## src/rtl/prng_draw_ctrl.sv

```systemverilog
// prng_draw_ctrl: round-robin sharing of one 4-bit PRNG among NREQ requesters with periodic reseed and zero-lock recovery
module prng_draw_ctrl #(
  parameter int NREQ = 4,
  parameter int RESEED_INTERVAL = 16,
  parameter int SEED_STEP = 3
) (
  input  logic            SYS_CLK,
  input  logic            SYS_RST_N,
  input  logic            START,
  input  logic            STOP,
  input  logic [3:0]      SEED_IN,
  input  logic [NREQ-1:0] REQ,
  output logic [NREQ-1:0] GNT,
  output logic [3:0]      RND_OUT,
  output logic            RND_VALID,
  output logic            BUSY,
  output logic            PRNG_SCLR,
  output logic            PRNG_LOAD,
  output logic            PRNG_EN,
  output logic [3:0]      PRNG_SEED,
  input  logic [3:0]      PRNG_PRN
);
  localparam int IW = $clog2(NREQ);
  localparam int CW = RESEED_INTERVAL > 0 ? $clog2(RESEED_INTERVAL + 1) : 1;
  typedef enum logic [2:0] {HALT, CLR, LOAD, IDLE, STEP, DELIVER} state_t;
  state_t state;
  logic [3:0] seed_reg, seed_sum, seed_nxt;
  logic [CW-1:0] draw_cnt, cnt_inc;
  logic [IW-1:0] ptr, winner, arb, idx;
  logic hold, found, reseed_due;
  assign seed_sum = seed_reg + 4'(SEED_STEP);
  assign seed_nxt = (seed_sum == 4'h0) ? 4'h1 : seed_sum;
  assign cnt_inc = draw_cnt + CW'(1);
  assign reseed_due = (RESEED_INTERVAL != 0) && (cnt_inc == CW'(RESEED_INTERVAL));
  assign PRNG_SCLR = (state == HALT) || (state == CLR);
  assign PRNG_LOAD = state == LOAD;
  assign PRNG_EN = state == STEP;
  assign PRNG_SEED = seed_reg;
  assign BUSY = state != HALT;
  always_comb begin
    arb = ptr;
    found = 1'b0;
    idx = '0;
    for (int i = 1; i <= NREQ; i++) begin
      idx = IW'((int'(ptr) + i) % NREQ);
      if (!found && REQ[idx]) begin
        arb = idx;
        found = 1'b1;
      end
    end
  end
  always_ff @(posedge SYS_CLK or negedge SYS_RST_N)
    if (!SYS_RST_N) begin
      state <= HALT;
      seed_reg <= '0;
      draw_cnt <= '0;
      ptr <= IW'(NREQ - 1);
      winner <= '0;
      hold <= 1'b0;
      GNT <= '0;
      RND_OUT <= '0;
      RND_VALID <= 1'b0;
    end else begin
      GNT <= '0;
      RND_VALID <= 1'b0;
      case (state)
        HALT: if (START) begin
          state <= CLR;
          seed_reg <= (SEED_IN == 4'h0) ? 4'h1 : SEED_IN;
        end
        CLR: state <= LOAD;
        LOAD: state <= IDLE;
        IDLE: if (STOP) begin
          state <= HALT;
          hold <= 1'b0;
        end else if (hold || |REQ) begin
          state <= STEP;
          winner <= hold ? winner : arb;
        end
        STEP: state <= DELIVER;
        DELIVER: if (PRNG_PRN != 4'h0) begin
          RND_OUT <= PRNG_PRN;
          RND_VALID <= 1'b1;
          GNT <= NREQ'(1) << winner;
          ptr <= winner;
          hold <= 1'b0;
          draw_cnt <= reseed_due ? '0 : cnt_inc;
          seed_reg <= reseed_due ? seed_nxt : seed_reg;
          state <= reseed_due ? CLR : IDLE;
        end else begin
          hold <= 1'b1;
          seed_reg <= seed_nxt;
          state <= CLR;
        end
        default: state <= HALT;
      endcase
    end
endmodule
```

## config.mk

```make
export PLATFORM = sky130hd
export DESIGN_NAME = prng_draw_ctrl
export DESIGN_NICKNAME = d
export VERILOG_FILES = /design/src/rtl/prng_draw_ctrl.sv
export SDC_FILE = /design/constraint.sdc
export NUM_CORES = 1
export LEC_CHECK = 0
export BUFFER_PORTS_ARGS = -buffer_cell sky130_fd_sc_hd__buf_2
export CORE_UTILIZATION = 51
export DETAILED_ROUTE_END_ITERATION = 7
export PLACE_DENSITY = 0.88
export SYNTH_ARGS = -nofsm -noshare
export SYNTH_HDL_FRONTEND = slang
export SYNTH_SLANG_ARGS = --single-unit
```

## constraint.sdc

```tcl
create_clock -name SYS_CLK -period 2.1 [get_ports SYS_CLK]
set_clock_uncertainty 0.05 [all_clocks]
set_input_delay 0.105 -clock SYS_CLK [delete_from_list [all_inputs] [get_ports SYS_CLK]]
set_output_delay 0.105 -clock SYS_CLK [all_outputs]
set_load 0.03 [all_outputs]
```

==> results of run 1 <==
==> cells by family after synthesis <==
family	count (synthesis)
simple gates	57
compound gates	33
flops	26
buf+inv	12
mux	3
fa+ha+maj	3
xor+xnor	2
==> layer usage <==
layer / GRT usage (%) / part of all wire (%)
met1: 29.7 / 44
met2: 40.1 / 50
met3: 3.77 / 4.5
met4: 8.77 / 1.4
met5: 0 / 0
==> worst min path at each step <==
stage               endpoint      start  slack [ns]
floorplan             GNT[0]  SYS_RST_N       -0.24
global placement    state[2]  SYS_RST_N        0.07
detailed placement  state[0]  SYS_RST_N        0.09
CTS                     hold       STOP        0.04
global route            hold       STOP        0.03
finish                  hold       STOP        0.04
==> sequential cells by signal, summed over array words and instances, names as in the netlist <==
signal	flops
RND_OUT	4
ptr	2
RND_VALID	1
PRNG_SEED	4
hold	1
winner	2
GNT	4
state	3
draw_cnt	5
==> worst register-to-register path, stage by stage (launching register included) <==
cell and delay (ns):
dfrtp_1 0.49, nand3b_4 0.21, or2_1 0.41, inv_2 0.19
nand3_1 0.11, o21ai_1 0.14, o21ai_1 0.07
==> final cells by class <==
cell class              count  area share, %
clock inverters             1           1.90
inverters                   8           1.90
flip-flops and latches     26           41.4
clock buffers               3           1.43
repair buffers             37           13.3
well taps                  28           2.22
multi-input cells          98           37.8
==> placed cells by master, fill, tap and decap left out, types with 2 or more instances in the layout <==
| cell | netlist | final |
|---|---|---|
| dlygate4sd3_1 | 0 | 5 |
| clkbuf_4 | 0 | 3 |
| a32o_1 | 2 | 2 |
| xnor2_1 | 2 | 2 |
| inv_1 | 7 | 7 |
| o21ai_1 | 2 | 2 |
| nand2b_1 | 3 | 3 |
| nand3_1 | 2 | 2 |
| buf_2 | 3 | 32 |
| a21oi_1 | 5 | 5 |
| o22ai_1 | 2 | 2 |
| nor4_1 | 4 | 4 |
| dfstp_2 | 2 | 2 |
| nand2_1 | 21 | 21 |
| ha_1 | 3 | 3 |
| a211o_1 | 2 | 2 |
| o21ai_0 | 9 | 9 |
| and2_1 | 2 | 2 |
| nor2_1 | 11 | 11 |
| dfrtp_1 | 24 | 24 |
| nor3_1 | 6 | 6 |
| o311ai_0 | 2 | 2 |
| a31oi_1 | 2 | 2 |
| a211oi_1 | 2 | 2 |
==> power groups by stage <==
stage          sequential, uW  clock (uW)  combinational [uW]
2_1_floorplan            1010           0                 611
3_3_place_gp              930           0                 918
3_5_place_dp              943           0                 953
4_1_cts                   935         345                 964
5_1_grt                   973         370                1050
6_report                  939         338                 957
==> per-stage QoR <==
stage	instances	worst slack [ns]
after global routing	201	0.0298
after CTS	201	0.219
after detailed placement	192	0.371
after global placement	192	0.445
final	201	0.159
after floorplan	136	0.488
==> flow_summary.toml, run 1 <==
[outcome]
status = "completed"

[clock_network]
cts_buffer_depth = 2
clock_latency_ns = 0.31
cts_tree = "yes"
hold_buffers = 5
numCtsBuffers = 3
cts_resized = 0
cts-root-buf = "clkbuf_4"
h-tree-depth = 1
cts.sinks = 26
cts_setup_buffers = 0
path_clk_slew_ns = 0.14

[floorplan]
start_util_pct = 56.5
ios = 33
rows = 17
die_h_microns = 52.5
die_area_sq_mm = 0.00275
core_area_sq_mm = 0.00230
die_w_microns = 52.5

[worst_setup_path]
path_depth = 7
r2r_cells = 6
cp_max_fo = 12
cp.buffers_inverters = 3
cp-start-kind = "input pin"
max_stage_delay_ns = 0.53
r2r_start = "state[1]"
r2r-end = "draw_cnt[4]"
path_cells = "dlygate4sd3_1 > buf_2 > nor4_1 > or2_1 > inv_2 > nand4_1 > xnor2_1"
cp_top_family = "simple AND/OR/NAND/NOR gates"
crit_start = "PRNG_PRN[1]"
criticalPathCategory = "in -> reg"
worstPathRequired_ns = 2.30
slowest_stage = "dlygate4sd3_1"
r2r_slack_ns = 0.34
arrival_ns = 2.14
crit_end = "draw_cnt[3]"
crit_path_end_kind = "flip-flop"

[timing]
rsz0062_at_grt = "false"
setup-violations-final = 0
fin_tns_setup_ns = 0
fin_crit_sh_pct = 92.4
fmax_mhz = 515
final.min_clock_period_ns = 1.94
worstMarginPinSlew_ns = 0.562
drv_slew = 0
max_slew_margin_pct = 62.5
hold_violations = 0
holdWs_ns = 0.0448

[synthesis]
synth_top_area_cell = "dfrtp_1"
synth_most_common_cell = "dfrtp_1"
yosys_register_bits = 26
synth-simple-area-share_pct = 22.0
ys.flop_type = "dfrtp_1"
synth-xor-area-share_pct = 1.35
syn_nets = 155
async_flop_share_pct = 100
synthAdderAreaFrac_pct = 2.89
postSynthAreaPerCell_sq_um = 9.55
synth_edf_count = 0
synth.distinct_cells = 40
synth_commonest_cells = "dfrtp_1, nand2_1, nor2_1"
ys_warn_count = 0
ys_seq_area_share_pct = 50.3
synth_area_sq_mm = 0.00130
synthCells = 136
synth_mux_area_share_pct = 2.70
synth_top_family_by_area = "simple AND/OR/NAND/NOR gates"
synthTopCellsByArea = "dfrtp_1, nand2_1, dfstp_2"
synth_top_area_share_pct = 46.2
synth_compound_area_share_pct = 17.1

[grt]
grt_antenna_before_repair = 0
grt_max_degree = 27
grtUsageTotal_pct = 23.5
grt_pass1_wl_microns = 4620
overflow = 0
grt_pass1_vias = 1030

[cells_and_area]
fin_util_pct = 68.7
drive_gt1_share_pct = 25.4
fillerInstances = 183
final_nets = 193
final_cell_area_sq_mm = 0.00158
regArea_sq_um = 653
syn2layout_area_growth_pct = 21.5
multi_input_area_sq_um = 597
diodes = 0

[placed_design]
dpl.hpwl_microns = 2030
place_area_sq_mm = 0.00148
place.port_buffers = 32
gp_congestion = 0.840

[power]
netSwitchingPower_uw = 984
p_per_area_mw_per_mm2 = 1420
cellLeakagePower_uw = 0.000772
p_total_uw = 2230
seqPwrFrac_pct = 42.0
vdd_ir_drop_max_mv = 1.03
swShare_pct = 44.1
intPower_uw = 1250
p_comb_share_pct = 42.8
pwr-share-clk_pct = 15.1

[drt]
drcViolationCount = 0
first_pass_iters = 4
wl_per_cell_microns = 13.7
drtAntennaViolNets = 0
routed_wl_microns = 2750
drtIter0Drc = 25
vias_per_cell = 5.55
vias = 1115

[min_path]
min_path_type = "in -> reg"
worst_hold_path.num_cells = 4

[run]
maxCapViolCount = 0
No activity file was read; power rests on OpenSTA's default activity.
==> run 2: changes to the inputs <==
--- a/config.mk
+++ b/config.mk
@@ -7,6 +7,7 @@
 export LEC_CHECK = 0
 export BUFFER_PORTS_ARGS = -buffer_cell sky130_fd_sc_hd__buf_2
 export CORE_UTILIZATION = 51
+export CTS_BUF_LIST = sky130_fd_sc_hd__clkbuf_16
 export DETAILED_ROUTE_END_ITERATION = 7
 export PLACE_DENSITY = 0.88
 export SYNTH_ARGS = -nofsm -noshare
==> flow_summary.toml, run 2 (synthesis results as in run 1) <==
[outcome]
status = "completed"

[worst_setup_path]
max_stage_delay_ns = 0.54
worstPathRequired_ns = 2.19
arrival_ns = 1.87
cp-start-kind = "flip-flop"
cp_max_fo = 12
criticalPathCategory = "reg -> reg"
critPathMostFrequentCell = "o21ai_1"
r2r_start = "state[0]"
r2r_cells = 6
path_cells = "nand3b_4 > or2_1 > inv_2 > nand3_1 > o21ai_1 > o21ai_1"
cp_top_family = "simple AND/OR/NAND/NOR gates"
r2r-end = "draw_cnt[4]"
cp.buffers_inverters = 1
r2r_slack_ns = 0.32
crit_path_end_kind = "flip-flop"
slowest_stage = "dfrtp_1"

[cells_and_area]
stdcell_count = 197
diodes = 0
drive_gt1_share_pct = 26.0
syn2layout_area_growth_pct = 22.4
mostFrequentLayoutCells = "buf_2, dfrtp_1, nand2_1"
layout_commonest_cell = "buf_2"
largest_register_ffs = 5
final_nets = 189
fillerInstances = 175
top_register = "draw_cnt"

[floorplan]
die_w_microns = 52.5
start_util_pct = 56.5
rows = 17
core_area_sq_mm = 0.00230
die_h_microns = 52.5
ios = 33
die_area_sq_mm = 0.00275

[drt]
vias_per_cell = 5.71
wl_met3_microns = 164
met2WireLength_microns = 1370
drtAntennaViolNets = 0
vias = 1124
drcViolationCount = 0
first_pass_iters = 4
wl_per_cell_microns = 14.4
routed_wl_microns = 2840
m1WireLength_microns = 1250
topRoutingLayerUsed = "met4"
drtIter0Drc = 27

[clock_network]
cts_buffer_depth = 2
cts.sinks = 26
path_clk_slew_ns = 0.06
cts-root-buf = "clkbuf_16"
numCtsBuffers = 3
cts_setup_buffers = 0
clock_latency_ns = 0.26
h-tree-depth = 1
hold_buffers = 1
cts_tree = "yes"
cts_resized = 0

[timing]
fmax_mhz = 563
layout_setup_ws_ns = 0.323
drv_slew = 0
setup-violations-final = 0
rsz0062_at_grt = "false"
worstMarginPinSlew_ns = 0.564
final.min_clock_period_ns = 1.78
hold_violations = 0
max_slew_margin_pct = 62.4
fin_tns_setup_ns = 0
holdWs_ns = 0.00893
fin_crit_sh_pct = 84.6

[min_path]
worst_hold_path.num_cells = 3
hold_start = "PRNG_PRN[2]"
min_path_type = "in -> reg"
min_to = "RND_OUT[2]"

[power]
cellLeakagePower_uw = 0.000779
vdd_ir_drop_max_mv = 1.08
p_per_area_mw_per_mm2 = 1540

[placed_design]
dpl.hpwl_microns = 2030
place.port_buffers = 32
dp_cells = 192
gp_congestion = 0.840
pre_cts_slack_ns = 0.371

[grt]
grtUsageTotal_pct = 24.5
grt_pass1_vias = 1015
grt_antenna_before_repair = 0
grt_pass1_wl_microns = 4740
overflow = 0
grt_max_degree = 27

[run]
maxCapViolCount = 0
## run 2: power breakdown
group	switching, uW	total [uW]	internal (uW)
Clock	168	547	379
Combinational	613	963	349
Sequential	239	945	706
Total	1020	2450	1430
## run 2: cell type report
class                           instances  area [sq um]  share of cell area (%)
Clock buffer                            3          75.1                    4.72
Clock inverter                          1          30.0                    1.89
Inverter                                8          30.0                    1.89
Multi-Input combinational cell         98           597                    37.5
Sequential cell                        26           653                    41.1
Tap cell                               28          35.0                    2.20
Timing Repair Buffer                   33           170                    10.7
## run 2: layer usage
layer	up-vias	GRT usage [%]
li1	553	-
met1	517	31.3
met2	47	40.5
met3	7	4.93
met4	0	9.65
met5	-	0
## run 2: stage by stage
| stage | utilization (%) | total power [uW] | cell area (sq um) |
|---|---|---|---|
| global route | 69.2 | 2610 | 1590 |
| detailed placement | 64.2 | 1900 | 1480 |
| finish | 69.2 | 2450 | 1590 |
| CTS | 69.2 | 2460 | 1590 |
| global placement | 64.2 | 1850 | 1480 |
| floorplan | - | 1620 | 1300 |
## run 2: worst max-delay path by stage
stage	from	endpoint	slack, ns	cells after the start
floorplan	PRNG_SEED[0]	PRNG_SEED[0]	0.49	6
global placement	state[1]	draw_cnt[4]	0.45	6
detailed placement	state[1]	draw_cnt[4]	0.37	6
CTS	state[2]	winner[1]	0.35	5
global route	state[2]	winner[1]	0.13	5
finish	state[0]	draw_cnt[4]	0.32	6
## run 2: worst min-delay path, stage by stage
cell	delay, ns
buf_2	0.09
nand2_1	0.05
nand2_1	0.05
==> run 3: changes to the inputs <==
==> constraint.sdc (replaced) <==
create_clock -name SYS_CLK -period 1.7 [get_ports SYS_CLK]
set_clock_uncertainty 0.05 [all_clocks]
set_input_delay 0.085 -clock SYS_CLK [delete_from_list [all_inputs] [get_ports SYS_CLK]]
set_output_delay 0.085 -clock SYS_CLK [all_outputs]
set_load 0.03 [all_outputs]
==> flow_summary.toml, run 3 (synthesis results as in run 1) <==
[outcome]
status = "completed"

[timing]
setup-violations-final = 0
drv_slew = 0
hold_violations = 0
layout_setup_ws_ns = 0.0634
max_slew_margin_pct = 53.5
holdWs_ns = 0.0148
final.min_clock_period_ns = 1.64
fmax_mhz = 611
fin_crit_sh_pct = 96.3
worstMarginPinSlew_ns = 0.692

[placed_design]
pre_cts_slack_ns = 0.0153
dpl.hpwl_microns = 2160
place.port_buffers = 32
gp_congestion = 0.854

[drt]
vias = 1171
drcViolationCount = 0
routed_wl_microns = 3030
drtIter0Drc = 16
vias_per_cell = 5.63
drtAntennaViolNets = 0
wl_per_cell_microns = 14.6
first_pass_iters = 4

[worst_setup_path]
cp.buffers_inverters = 0
cp_max_fo = 4
criticalPathCategory = "reg -> reg"
path_depth = 5
crit_path_end_kind = "flip-flop"
path_cells = "nand2_4 > mux2i_4 > a31oi_4 > o21a_1 > a211o_1"
worstPathRequired_ns = 1.79
slowest_stage = "dfrtp_2"
arrival_ns = 1.73
r2r_cells = 5
cp-start-kind = "flip-flop"
max_stage_delay_ns = 0.45
cp_top_family = "compound AO/OA/AOI/OAI gates"

[power]
swShare_pct = 41.4
netSwitchingPower_uw = 1300
p_per_area_mw_per_mm2 = 1840
vdd_ir_drop_max_mv = 1.34
cellLeakagePower_uw = 0.000835
pwr-share-clk_pct = 21.5
p_comb_share_pct = 40.5
seqPwrFrac_pct = 38.0
intPower_uw = 1840

[run]
maxCapViolCount = 0

[floorplan]
start_util_pct = 56.5
rows = 17
die_w_microns = 52.5
ios = 33
die_h_microns = 52.5
core_area_sq_mm = 0.00230
die_area_sq_mm = 0.00275

[grt]
grt_max_degree = 27
grt_pass1_wl_microns = 5000
grtUsageTotal_pct = 25.3
overflow = 0
grt_antenna_before_repair = 0
grt_pass1_vias = 1122

[cells_and_area]
top_register = "draw_cnt"
syn2layout_area_growth_pct = 31.6
largest_register_ffs = 5
drive_gt1_share_pct = 31.7
layout_commonest_cell = "buf_2"
mostFrequentLayoutCells = "buf_2, dfrtp_1, nand2_1"
final_nets = 200
diodes = 0
fillerInstances = 150

[clock_network]
numCtsBuffers = 3
cts_tree = "yes"
cts.sinks = 26
path_clk_slew_ns = 0.06
cts-root-buf = "clkbuf_16"
cts_buffer_depth = 2
clock_latency_ns = 0.26
h-tree-depth = 1

[min_path]
min_path_type = "in -> reg"
worst_hold_path.num_cells = 3
==> run 3: power groups by stage <==
stage | clock [uW] | sequential (uW) | combinational (uW)
after floorplan | 0 | 1250 | 755
after global placement | 0 | 1140 | 1170
after detailed placement | 0 | 1170 | 1220
after CTS | 683 | 1160 | 1230
after global routing | 702 | 1220 | 1390
final | 675 | 1190 | 1270
==> run 3: final cells by class <==
type                       instances  area [sq um]  share of cell area, %
sequential                        26           657                   38.4
multi-input combinational         98           624                   36.5
timing repair buffer              44           258                   15.1
clock buffer                       3          75.1                   4.39
tap                               28          35.0                   2.05
clock inverter                     1          30.0                   1.76
inverter                           8          30.0                   1.76
==> run 3: worst paths after layout <==
check                             from      endpoint  slack, ns
min in group asynchronous    SYS_RST_N      state[2]       0.31
max in group asynchronous    SYS_RST_N   draw_cnt[0]       0.88
max reg2reg                draw_cnt[0]  PRNG_SEED[2]       0.06
min                        PRNG_PRN[0]    RND_OUT[0]       0.01
min reg2reg                  winner[1]        GNT[0]       0.41
max                        draw_cnt[0]  PRNG_SEED[2]       0.06
==> run 3: worst reg2reg max path, stage by stage, from the launching register on <==
cell and delay (ns):
dfrtp_2 0.45, nand2_4 0.10, mux2i_4 0.27, a31oi_4 0.13, o21a_1 0.26, a211o_1 0.27
==> run 3: what timing repair did <==
action                     4_1_cts  5_1_grt
setup endpoints to repair        0        5
gates resized for setup          0        7
hold endpoints to repair        26        0
buffers inserted                 0        3
hold buffers                     3        0
==> run 3: metrics by stage <==
| stage | utilization (%) | instances | area (sq um) | total power, uW | setup TNS [ns] |
|---|---|---|---|---|---|
| 6_report | 74.4 | 208 | 1710 | 3140 | 0 |
| 5_1_grt | 74.4 | 208 | 1710 | 3320 | -0.000427 |
| 4_1_cts | 72.1 | 205 | 1660 | 3080 | 0 |
| 3_5_place_dp | 66.2 | 198 | 1520 | 2390 | 0 |
| 3_3_place_gp | 66.2 | 198 | 1520 | 2310 | 0 |
| 2_1_floorplan | - | 136 | 1300 | 2000 | 0 |
==> run 3: routing by layer <==
layer	wire length, microns	vias up	part of all wire [%]	GRT usage (%)
met1	1290	558	42	29.8
met2	1590	42	52	47.7
li1	-	569	-	-
met3	137	2	4.5	2.03
met4	16	0	0.53	7.89
met5	0	-	0	0
